==> config.mk <==
export PLATFORM = sky130hd
export DESIGN_NAME = game_move_sched
export DESIGN_NICKNAME = d
export VERILOG_FILES = /design/src/rtl/game_pkg.sv /design/src/rtl/game_move_sched_axis_step.sv /design/src/rtl/game_move_sched.sv
export SDC_FILE = /design/constraint.sdc
export NUM_CORES = 1
export LEC_CHECK = 0
export BUFFER_PORTS_ARGS = -buffer_cell sky130_fd_sc_hd__buf_2
export CAP_MARGIN = 10
export CORE_UTILIZATION = 45
export CTS_CLUSTER_DIAMETER = 150
export DETAILED_ROUTE_END_ITERATION = 8
export RECOVER_POWER = 50
export SYNTH_ARGS = -nofsm -noshare
export SYNTH_HDL_FRONTEND = slang
export SYNTH_HIERARCHICAL = 1
export SYNTH_SLANG_ARGS = --single-unit
==> constraint.sdc <==
create_clock -name pixel_clk -period 4.9 [get_ports pixel_clk]
set_clock_uncertainty 0.1 [all_clocks]
set_input_delay 0.735 -clock pixel_clk [delete_from_list [all_inputs] [get_ports pixel_clk]]
set_output_delay 0.735 -clock pixel_clk [all_outputs]
set_load 0.005 [all_outputs]
==> src/rtl/game_pkg.sv <==
// Shared types and screen geometry for the game-plane movement scheduler.
package game_pkg;

  typedef enum logic [1:0] {
    MODE_FROZEN = 2'b00,
    MODE_SHARED = 2'b01,
    MODE_ACCEL  = 2'b10,
    MODE_BTN    = 2'b11
  } mode_t;

  typedef enum logic [2:0] {
    S_IDLE,
    S_ARB,
    S_STEP_H,
    S_STEP_V,
    S_DONE
  } sched_state_t;

  typedef enum logic [1:0] {
    DIR_NONE,
    DIR_DEC,
    DIR_INC
  } dir_t;

  localparam int SCREEN_W = 800;
  localparam int SCREEN_H = 600;

endpackage

==> src/rtl/game_move_sched_axis_step.sv <==
// Combinational single-axis step, zero latency; saturates at 0/limit, or wraps to the
// opposite edge when GAME_MOVE_WRAP_EN is defined.
module axis_step
  import game_pkg::*;
#(
  parameter int SPEED = 1
) (
  input  logic [9:0] i_coord,
  input  dir_t       i_dir,
  input  logic [9:0] i_limit,
  output logic [9:0] o_coord
);

  logic [10:0] w_inc;
  logic [9:0]  w_dec;
  logic        w_under;
  logic        w_over;

  // 11-bit sum so an increment past the limit is never hidden by a 10-bit wrap
  assign w_inc   = {1'b0, i_coord} + 11'(SPEED);
  assign w_dec   = i_coord - 10'(SPEED);
  assign w_under = i_coord < 10'(SPEED);
  assign w_over  = w_inc > {1'b0, i_limit};

  always_comb begin
    o_coord = i_coord;
    case (i_dir)
`ifdef GAME_MOVE_WRAP_EN
      DIR_DEC: o_coord = w_under ? i_limit : w_dec;
      DIR_INC: o_coord = w_over ? 10'd0 : w_inc[9:0];
`else
      DIR_DEC: o_coord = w_under ? 10'd0 : w_dec;
      DIR_INC: o_coord = w_over ? i_limit : w_inc[9:0];
`endif
      default: o_coord = i_coord;
    endcase
  end

endmodule

==> src/rtl/game_move_sched.sv <==
// Per-frame object mover: action tick at t -> obj_h at t+3, obj_v/move_done at t+4; ticks while
// busy are dropped and flagged on sticky overrun (no backpressure). Edge wrap via GAME_MOVE_WRAP_EN.
module game_move_sched
  import game_pkg::*;
#(
  parameter int OBJ_W             = 8,
  parameter int OBJ_H             = 20,
  parameter int FRAMES_PER_ACTION = 2,
  parameter int SPEED             = 1,
  parameter int ACCEL_DEADZONE    = 2
) (
  input  logic       pixel_clk,
  input  logic       rst,
  input  logic       frame_tick,
  input  logic       hold,
  input  logic [1:0] mode,
  input  logic       btn_u,
  input  logic       btn_d,
  input  logic       btn_l,
  input  logic       btn_r,
  input  logic [7:0] accel_x,
  input  logic [7:0] accel_y,
  output logic [9:0] obj_h,
  output logic [9:0] obj_v,
  output logic [1:0] grant,
  output logic       busy,
  output logic       move_done,
  output logic       overrun
);

  localparam int              DW       = (FRAMES_PER_ACTION > 1) ? $clog2(FRAMES_PER_ACTION) : 1;
  localparam logic [DW-1:0]   DIV_LAST = DW'(FRAMES_PER_ACTION - 1);
  localparam logic [9:0]      H_MAX    = 10'(SCREEN_W - 1 - OBJ_W);
  localparam logic [9:0]      V_MAX    = 10'(SCREEN_H - 1 - OBJ_H);
  localparam logic [9:0]      H_RST    = 10'(SCREEN_W / 2 - 1);
  localparam logic [9:0]      V_RST    = 10'(SCREEN_H / 2 - 1);
  localparam logic signed [8:0] DZ_POS = 9'(ACCEL_DEADZONE);
  localparam logic signed [8:0] DZ_NEG = 9'(-ACCEL_DEADZONE);

  sched_state_t r_state, w_state_nxt;
  logic [DW-1:0] r_div;
  logic [3:0]    r_btn;  // {u, d, l, r}
  logic [7:0]    r_ax, r_ay;
  mode_t         r_mode;
  logic [1:0]    r_grant, r_rr_last, w_gnt;
  logic [9:0]    r_h, r_v, w_h_next, w_v_next;
  logic          r_move_done, r_overrun;
  logic          w_action, w_btn_ok, w_acc_ok, w_req_b, w_req_a, w_acc_any;
  logic signed [8:0] w_ax_s, w_ay_s;
  logic          w_ax_pos, w_ax_neg, w_ay_pos, w_ay_neg;
  dir_t          w_dir_h, w_dir_v;

  assign w_action = frame_tick && (r_div == DIV_LAST);
  assign w_ax_s   = {r_ax[7], r_ax};
  assign w_ay_s   = {r_ay[7], r_ay};
  assign w_ax_pos = w_ax_s > DZ_POS;
  assign w_ax_neg = w_ax_s < DZ_NEG;
  assign w_ay_pos = w_ay_s > DZ_POS;
  assign w_ay_neg = w_ay_s < DZ_NEG;
  assign w_acc_any = w_ax_pos | w_ax_neg | w_ay_pos | w_ay_neg;

  // hold is deliberately taken live at arbitration, everything else from the samples
  always_comb begin
    w_btn_ok = 1'b0;
    w_acc_ok = 1'b0;
    case (r_mode)
      MODE_BTN:    w_btn_ok = 1'b1;
      MODE_ACCEL:  w_acc_ok = 1'b1;
      MODE_SHARED: begin w_btn_ok = 1'b1; w_acc_ok = 1'b1; end
      default:     ;
    endcase
    w_req_b = w_btn_ok && !hold && (|r_btn);
    w_req_a = w_acc_ok && !hold && w_acc_any;
    w_gnt   = 2'b00;
    if (w_req_b && w_req_a) w_gnt = (r_rr_last == 2'b01) ? 2'b10 : 2'b01;
    else if (w_req_b)       w_gnt = 2'b01;
    else if (w_req_a)       w_gnt = 2'b10;
  end

  always_comb begin
    w_dir_h = DIR_NONE;
    w_dir_v = DIR_NONE;
    if (r_grant[0]) begin
      if (r_btn[1]) w_dir_h = DIR_DEC; else if (r_btn[0]) w_dir_h = DIR_INC;
      if (r_btn[3]) w_dir_v = DIR_DEC; else if (r_btn[2]) w_dir_v = DIR_INC;
    end else if (r_grant[1]) begin
      if (w_ay_pos) w_dir_h = DIR_DEC; else if (w_ay_neg) w_dir_h = DIR_INC;
      if (w_ax_neg) w_dir_v = DIR_DEC; else if (w_ax_pos) w_dir_v = DIR_INC;
    end
  end

  axis_step #(.SPEED(SPEED)) u_step_h (
    .i_coord(r_h), .i_dir(w_dir_h), .i_limit(H_MAX), .o_coord(w_h_next)
  );

  axis_step #(.SPEED(SPEED)) u_step_v (
    .i_coord(r_v), .i_dir(w_dir_v), .i_limit(V_MAX), .o_coord(w_v_next)
  );

  always_comb begin
    w_state_nxt = r_state;
    case (r_state)
      S_IDLE:   if (w_action) w_state_nxt = S_ARB;
      S_ARB:    w_state_nxt = (|w_gnt) ? S_STEP_H : S_DONE;
      S_STEP_H: w_state_nxt = S_STEP_V;
      S_STEP_V: w_state_nxt = S_DONE;
      S_DONE:   w_state_nxt = S_IDLE;
      default:  w_state_nxt = S_IDLE;
    endcase
  end

  always_ff @(posedge pixel_clk or posedge rst) begin
    if (rst) r_state <= S_IDLE;
    else     r_state <= w_state_nxt;
  end

  always_ff @(posedge pixel_clk or posedge rst) begin
    if (rst) begin
      r_div       <= '0;
      r_btn       <= '0;
      r_ax        <= '0;
      r_ay        <= '0;
      r_mode      <= MODE_FROZEN;
      r_grant     <= '0;
      r_rr_last   <= '0;
      r_h         <= H_RST;
      r_v         <= V_RST;
      r_move_done <= 1'b0;
      r_overrun   <= 1'b0;
    end else begin
      r_move_done <= 1'b0;
      if (frame_tick) begin
        r_div <= (r_div == DIV_LAST) ? '0 : r_div + DW'(1);
        if (r_state != S_IDLE) r_overrun <= 1'b1;
      end
      case (r_state)
        S_IDLE: if (w_action) begin
          r_btn  <= {btn_u, btn_d, btn_l, btn_r};
          r_ax   <= accel_x;
          r_ay   <= accel_y;
          r_mode <= mode_t'(mode);
        end
        S_ARB: begin
          r_grant <= w_gnt;
          if (|w_gnt) r_rr_last <= w_gnt;
        end
        S_STEP_H: r_h <= w_h_next;
        S_STEP_V: begin
          r_v         <= w_v_next;
          r_move_done <= |r_grant;
        end
        S_DONE:  r_grant <= '0;
        default: ;
      endcase
    end
  end

  assign obj_h     = r_h;
  assign obj_v     = r_v;
  assign grant     = r_grant;
  assign busy      = (r_state != S_IDLE);
  assign move_done = r_move_done;
  assign overrun   = r_overrun;

endmodule

After elaboration in Yosys (flattened, before gate mapping):

Cells that the tools add are included.
Widths: inputs -> output; s select.

* flip-flop bits (word level): 52
* input port bits: 26
* output and inout port bits: 25
* logic and storage cells: 93

* add/sub/neg operators: 5
* $lt $le $gt $ge: 8
* equality and inequality tests: 13
* mux-type cells: 30
* bitwise gates (word level): 3
* reductions and logical operators: 22

Operator list (count)
* $mux 10: 4
* $pmux 10 s2: 2
* $mux 2: 16
* $add 10x1->11 const B: 2
* $gt 11x10->1 const B: 2
* $lt 10x1->1 const B: 2
* $sub 10x1->10 const B: 2
* $gt 8x3->1 const B: 2
* $lt 8x2->1 const B: 2
* $pmux 3 s4: 1
* $reduce_and 2->1: 5
* $eq 2x1->1 const B: 4
* $eq 2x2->1 const B: 4
* $reduce_or 2->1: 4
* $eq 3x2->1 const B: 2
* $logic_and 1x1->1: 6
* $mux 3: 2
* $reduce_bool 2->1: 3
* $mux 1: 4
* $pmux 2 s2: 1
* $reduce_or 4->1: 1
* $eq 3x1->1 const B: 1
* $eq 3x3->1 const B: 1
* $logic_not 3->1: 1
* other kinds (5): 7

Logic depth before layout (Yosys ltp):

* word-level depth: 11
* depth in mapped cells: 14
* gate-level depth less buffers: 13

Hierarchy:

Netlist, hierarchy kept.

By module, submodules not included
* game_move_sched: times used 1, cells each 170, area an instance 2368.5 sq um, seq. area each 1315.0 sq um
* axis_step at u_step_h: times used 1, cells each 144, area an instance 988.4 sq um, seq. area each 0.0 sq um
* axis_step at u_step_v: times used 1, cells each 141, area an instance 964.7 sq um, seq. area each 0.0 sq um

Worst setup path after synthesis:

Ideal clock, no wire load.

* path type: reg2reg
* from: register r_h[3], in the netlist obj_h[3]
* to: register r_h[4], in the netlist obj_h[4]
* setup time: 0.125 ns
* data arrival time: 3.378 ns
* data required time: 4.675 ns
* path slack: 1.297 ns
* stages on the path, launching flop included: 15
* path buffers: 2
* clock period less this slack: 3.603 ns
* cells stage by stage: dfstp_2 -> clkbuf_1 -> and2_1 -> and4_1 -> nand3_1 -> xnor2_1 -> ha_1 -> a21o_1 -> a21oi_1 -> or4b_1 -> a32oi_2 -> buf_6 -> mux2i_1 -> o21ai_1 -> mux2_2

* cells in the longest elaborated chain, start to end: 4
* elaborated cells on any way between the ends: 7
* classes of those cells: add/sub (2); order compare (2); mux (3)

RTL lines
* start: declaration: RTL line game_move_sched.sv:46 `logic [9:0] r_h, r_v, w_h_next, w_v_next;`
* start signal: assignment: RTL line game_move_sched.sv:147 `S_STEP_H: r_h <= w_h_next;`
* $add 10x1->11: RTL line game_move_sched_axis_step.sv:20 `assign w_inc = {1'b0, i_coord} + 11'(SPEED);`
* $gt 11x10->1: RTL line game_move_sched_axis_step.sv:23 `assign w_over = w_inc > {1'b0, i_limit};`
* $mux 10: RTL line game_move_sched_axis_step.sv:33 `DIR_INC: o_coord = w_over ? i_limit : w_inc[9:0];`
* $pmux 10 s2 *: RTL line game_move_sched_axis_step.sv:27 `case (i_dir)`
* via w_h_next[4]: RTL line game_move_sched.sv:46

Mark *: on every way through the listed nets, which the timed path passes. The rest lies on a longest branch.
A chain may end at the register's enable or synchronous reset.

Worst setup path in the final report:

* from: register r_v[3], in the netlist obj_v[3]
* to: register r_v[6], in the netlist obj_v[6]

* cells in the longest elaborated chain, start to end: 4
* elaborated cells on any way between the ends: 7
* classes of those cells: add/sub (2); order compare (2); mux (3)

RTL lines
* start: declaration: RTL line game_move_sched.sv:46
* start signal: assignment: RTL line game_move_sched.sv:149 `r_v <= w_v_next;`
* $add 10x1->11: RTL line game_move_sched_axis_step.sv:20
* $gt 11x10->1: RTL line game_move_sched_axis_step.sv:23
* $mux 10: RTL line game_move_sched_axis_step.sv:33
* $pmux 10 s2 *: RTL line game_move_sched_axis_step.sv:27
* via w_v_next[6]: RTL line game_move_sched.sv:46

Marked as above.

==> flow_metrics.tcl <==
set metrics [dict create \
    slew_violations 77 \
    synth_edf_count 0 \
    cts.root.buffer_cell "clkbuf_8" \
    n_antenna_cell 0 \
    setup_tns_ps 0 \
    synth_flop_cell "dfrtp_1" \
    synthArstFlopShare_pct 100 \
    switching_share_pct 45.5 \
    combPwrFrac_pct 59.7 \
    crit_fanout 11 \
    h-tree-depth 2 \
    grt_pass1_vias 3351 \
    leakage_nw 2.27 \
    grt_max_degree 53 \
    grt_util_all_layers_pct 19.8 \
    synth_adder_area_share_pct 8.69 \
    die_x_um 100 \
    ys_ff_latch 52 \
    synthMuxAreaShare_pct 16.4 \
    worst_skew_pair.late_latency_ps 310 \
    tightest_slew_ps 2830 \
    timing.final.ws_setup_ps 852 \
    die_y_um 100 \
    slew_headroom_pct -88.5 \
    reg2reg_slack_ps 850 \
    power_density_mw_per_mm2 646 \
    rows 35 \
    drive_above_1_share_pct 23.3 \
    area_growth_pct 11.2 \
    rsz0062_at_grt "false" \
    clk_path_buf_depth 2 \
    gp_congestion 0.873 \
    worst-r2r-cell-count 12 \
    tritoncts "built" \
    dp_slack_ps 881 \
    cp.required_ps 5010 \
    reg2reg_to "obj_v[6]" \
    criticalPathCategory "register to register" \
    avgRoutedWirePerCell_um 14.3 \
    drc 0 \
    nets 583 \
    final_area_mm2 0.00481 \
    placed_cell_area_mm2 0.00473 \
    final_hold_viol_count 0 \
    worstHoldStart "overrun" \
    ant_nets 0 \
    holdBufCountCts 0 \
    core_area_mm2 0.00928 \
    die_area_mm2 0.0100 \
    r2r-start "obj_v[3]" \
    cap_viol_max_count 2 \
    fill_cells 911 \
    boundaryPins 51 \
    clkTransAtPathRegs_ps 100 \
    yosysTopAreaCell "dfrtp_1" \
    hpwlAfterDp_mm 6.90 \
    antenna_found_initial 0 \
    postSynthCellCount 455 \
    viasPerCell 5.37 \
    drt_pass1_iterations 5 \
    yosys-top-cells-area "dfrtp_1 24%, ha_1 8.7%, dfstp_2 6.7%" \
    drtIter0Drc 148 \
    synth_compound_area_share_pct 17.8 \
    synth_cell_types 66 \
    intPower_mw 1.69 \
    setup_viol 0 \
    grt_overflow 0 \
    period_needed_ps 4050 \
    holdPathEnd "overrun" \
    startpoint_type "register" \
    wl_mm 9.41 \
    finalCritPeriodShare_pct 82.6 \
    synth_top_family_by_area "compound AO/OA/AOI/OAI gates" \
    synth_top_area_share_pct 23.7 \
    cts_made_buffers 5 \
    fmax_mhz 247 \
    route.vias.total 3531 \
    status "finished with violations" \
    cts_setup_buffers 0 \
    hold_class "register to register" \
    synth_xor_area_share_pct 3.65 \
    yosysWarnings 6 \
    syn-cell-area_mm2 0.00432 \
    place.port_buffers 50 \
    p_clk_share_pct 9.7 \
    synth.avg_cell_area_um2 9.50 \
    cts_sinks 52 \
    start_util_pct 46.5 \
    synthSimpleGateAreaFrac_pct 16.3 \
    peakVddDrop_uv 243 \
    seq_area_frac_synth_pct 30.4 \
    post_cts_resized 0 \
    seq_power_share_pct 30.6 \
    violations "max-capacitance violations, max-slew violations" \
    power.switching_mw 1.41 \
    grt_pass1_wl_mm 16.1 \
    critPathCaptureType "register" \
    startpoint "obj_v[3]" \
    hold-path-cell-count 1 \
    arrival_ps 4150 \
]
worst max-delay path by stage:
| stage | cells past startpoint | slack, ps | end |
|---|---|---|---|
| finish | 12 | 850 | obj_v[6] |
| global route | 12 | 600 | obj_v[6] |
| global placement | 12 | 970 | obj_v[6] |
| detailed placement | 12 | 880 | obj_v[6] |
| CTS | 12 | 880 | obj_v[6] |
| floorplan | 14 | 1300 | obj_h[4] |
sequential cells by signal, indices dropped and copies added (netlist names), 2 cells and up:
name / flops
r_ay: 8
r_state: 3
obj_v: 10
r_btn: 4
grant: 2
r_rr_last: 2
r_mode: 2
obj_h: 10
r_ax: 8
critical path: stages, from the launching register on:
cell and delay (ps):
dfstp_2 640, and3_1 200, and2_1 190, and4_1 260, xor2_1 200, ha_1 280
a21o_1 180, a21oi_2 150, or4b_4 480, a32oi_2 620, mux2i_1 260, o221ai_1 110
mux2_2 270
cell usage in the layout, fill, tap and decap left out, types with 21 or more instances in the layout:
| master | Yosys | layout |
|---|---|---|
| nor2_1 | 21 | 22 |
| dfrtp_1 | 41 | 41 |
| mux2_2 | 23 | 23 |
| nand2_1 | 21 | 21 |
| ha_1 | 30 | 30 |
| buf_2 | 5 | 47 |
| o21ai_0 | 36 | 36 |
| a21oi_1 | 26 | 26 |
| inv_1 | 32 | 32 |
| conb_1 | 2 | 41 |
layout make-up:
class | count | area (µm²) | share of cell area, %
clock inverter | 2 | 35.0 | 0.729
sequential | 52 | 1320 | 27.4
multi-input combinational | 384 | 2840 | 59.2
timing repair buffer | 52 | 258 | 5.36
inverter | 32 | 120 | 2.50
tap | 129 | 161 | 3.36
clock buffer | 6 | 72.6 | 1.51
through the flow:
stage                     power, mW  hold slack (ps)  instances  util [%]
final                          3.10              359        657      51.8
after detailed placement       2.81              342        649      51.0
after global routing           3.39              387        657      51.8
after CTS                      3.13              365        657      52.1
after floorplan                2.43              356        494         -
after global placement         2.77              334        649      51.0
kinds of logic (layout without fill, tap and decap cells):
logic type,count (synthesis),count (layout)
simple gates,122,122
flops,52,52
fa+ha+maj,30,30
compound gates,114,114
mux,59,59
xor+xnor,18,18
buf+inv,58,92
other cells,2,41
cell usage after synthesis (all sizes together) (6+ instances only):
library cell,instances
clkbuf,13
nor2,22
inv,32
nand2,21
nand4,8
nor3,10
a21oi,27
o22ai,6
dfrtp,41
and4,6
buf,13
dfstp,11
and3,7
mux2i,18
mux2,41
xor2,6
nand3,16
ha,30
xnor2,12
o21ai,45
power groups by stage:
stage / Clock [mW] / Combinational [mW] / Sequential (mW)
floorplan: 0 / 1.62 / 0.812
global placement: 0 / 1.82 / 0.946
detailed placement: 0 / 1.85 / 0.956
CTS: 0.317 / 1.86 / 0.949
global route: 0.328 / 2.07 / 0.992
finish: 0.302 / 1.85 / 0.949
routing by layer:
| metal | up-vias | routed length, µm | track usage (%) |
|---|---|---|---|
| li1 | 1774 | - | - |
| met1 | 1679 | 4720 | 28.8 |
| met2 | 71 | 4250 | 31.4 |
| met3 | 7 | 373 | 2.79 |
| met4 | 0 | 70 | 4.57 |
| met5 | - | 0 | 0 |
Power figures use the tool's default switching activity.
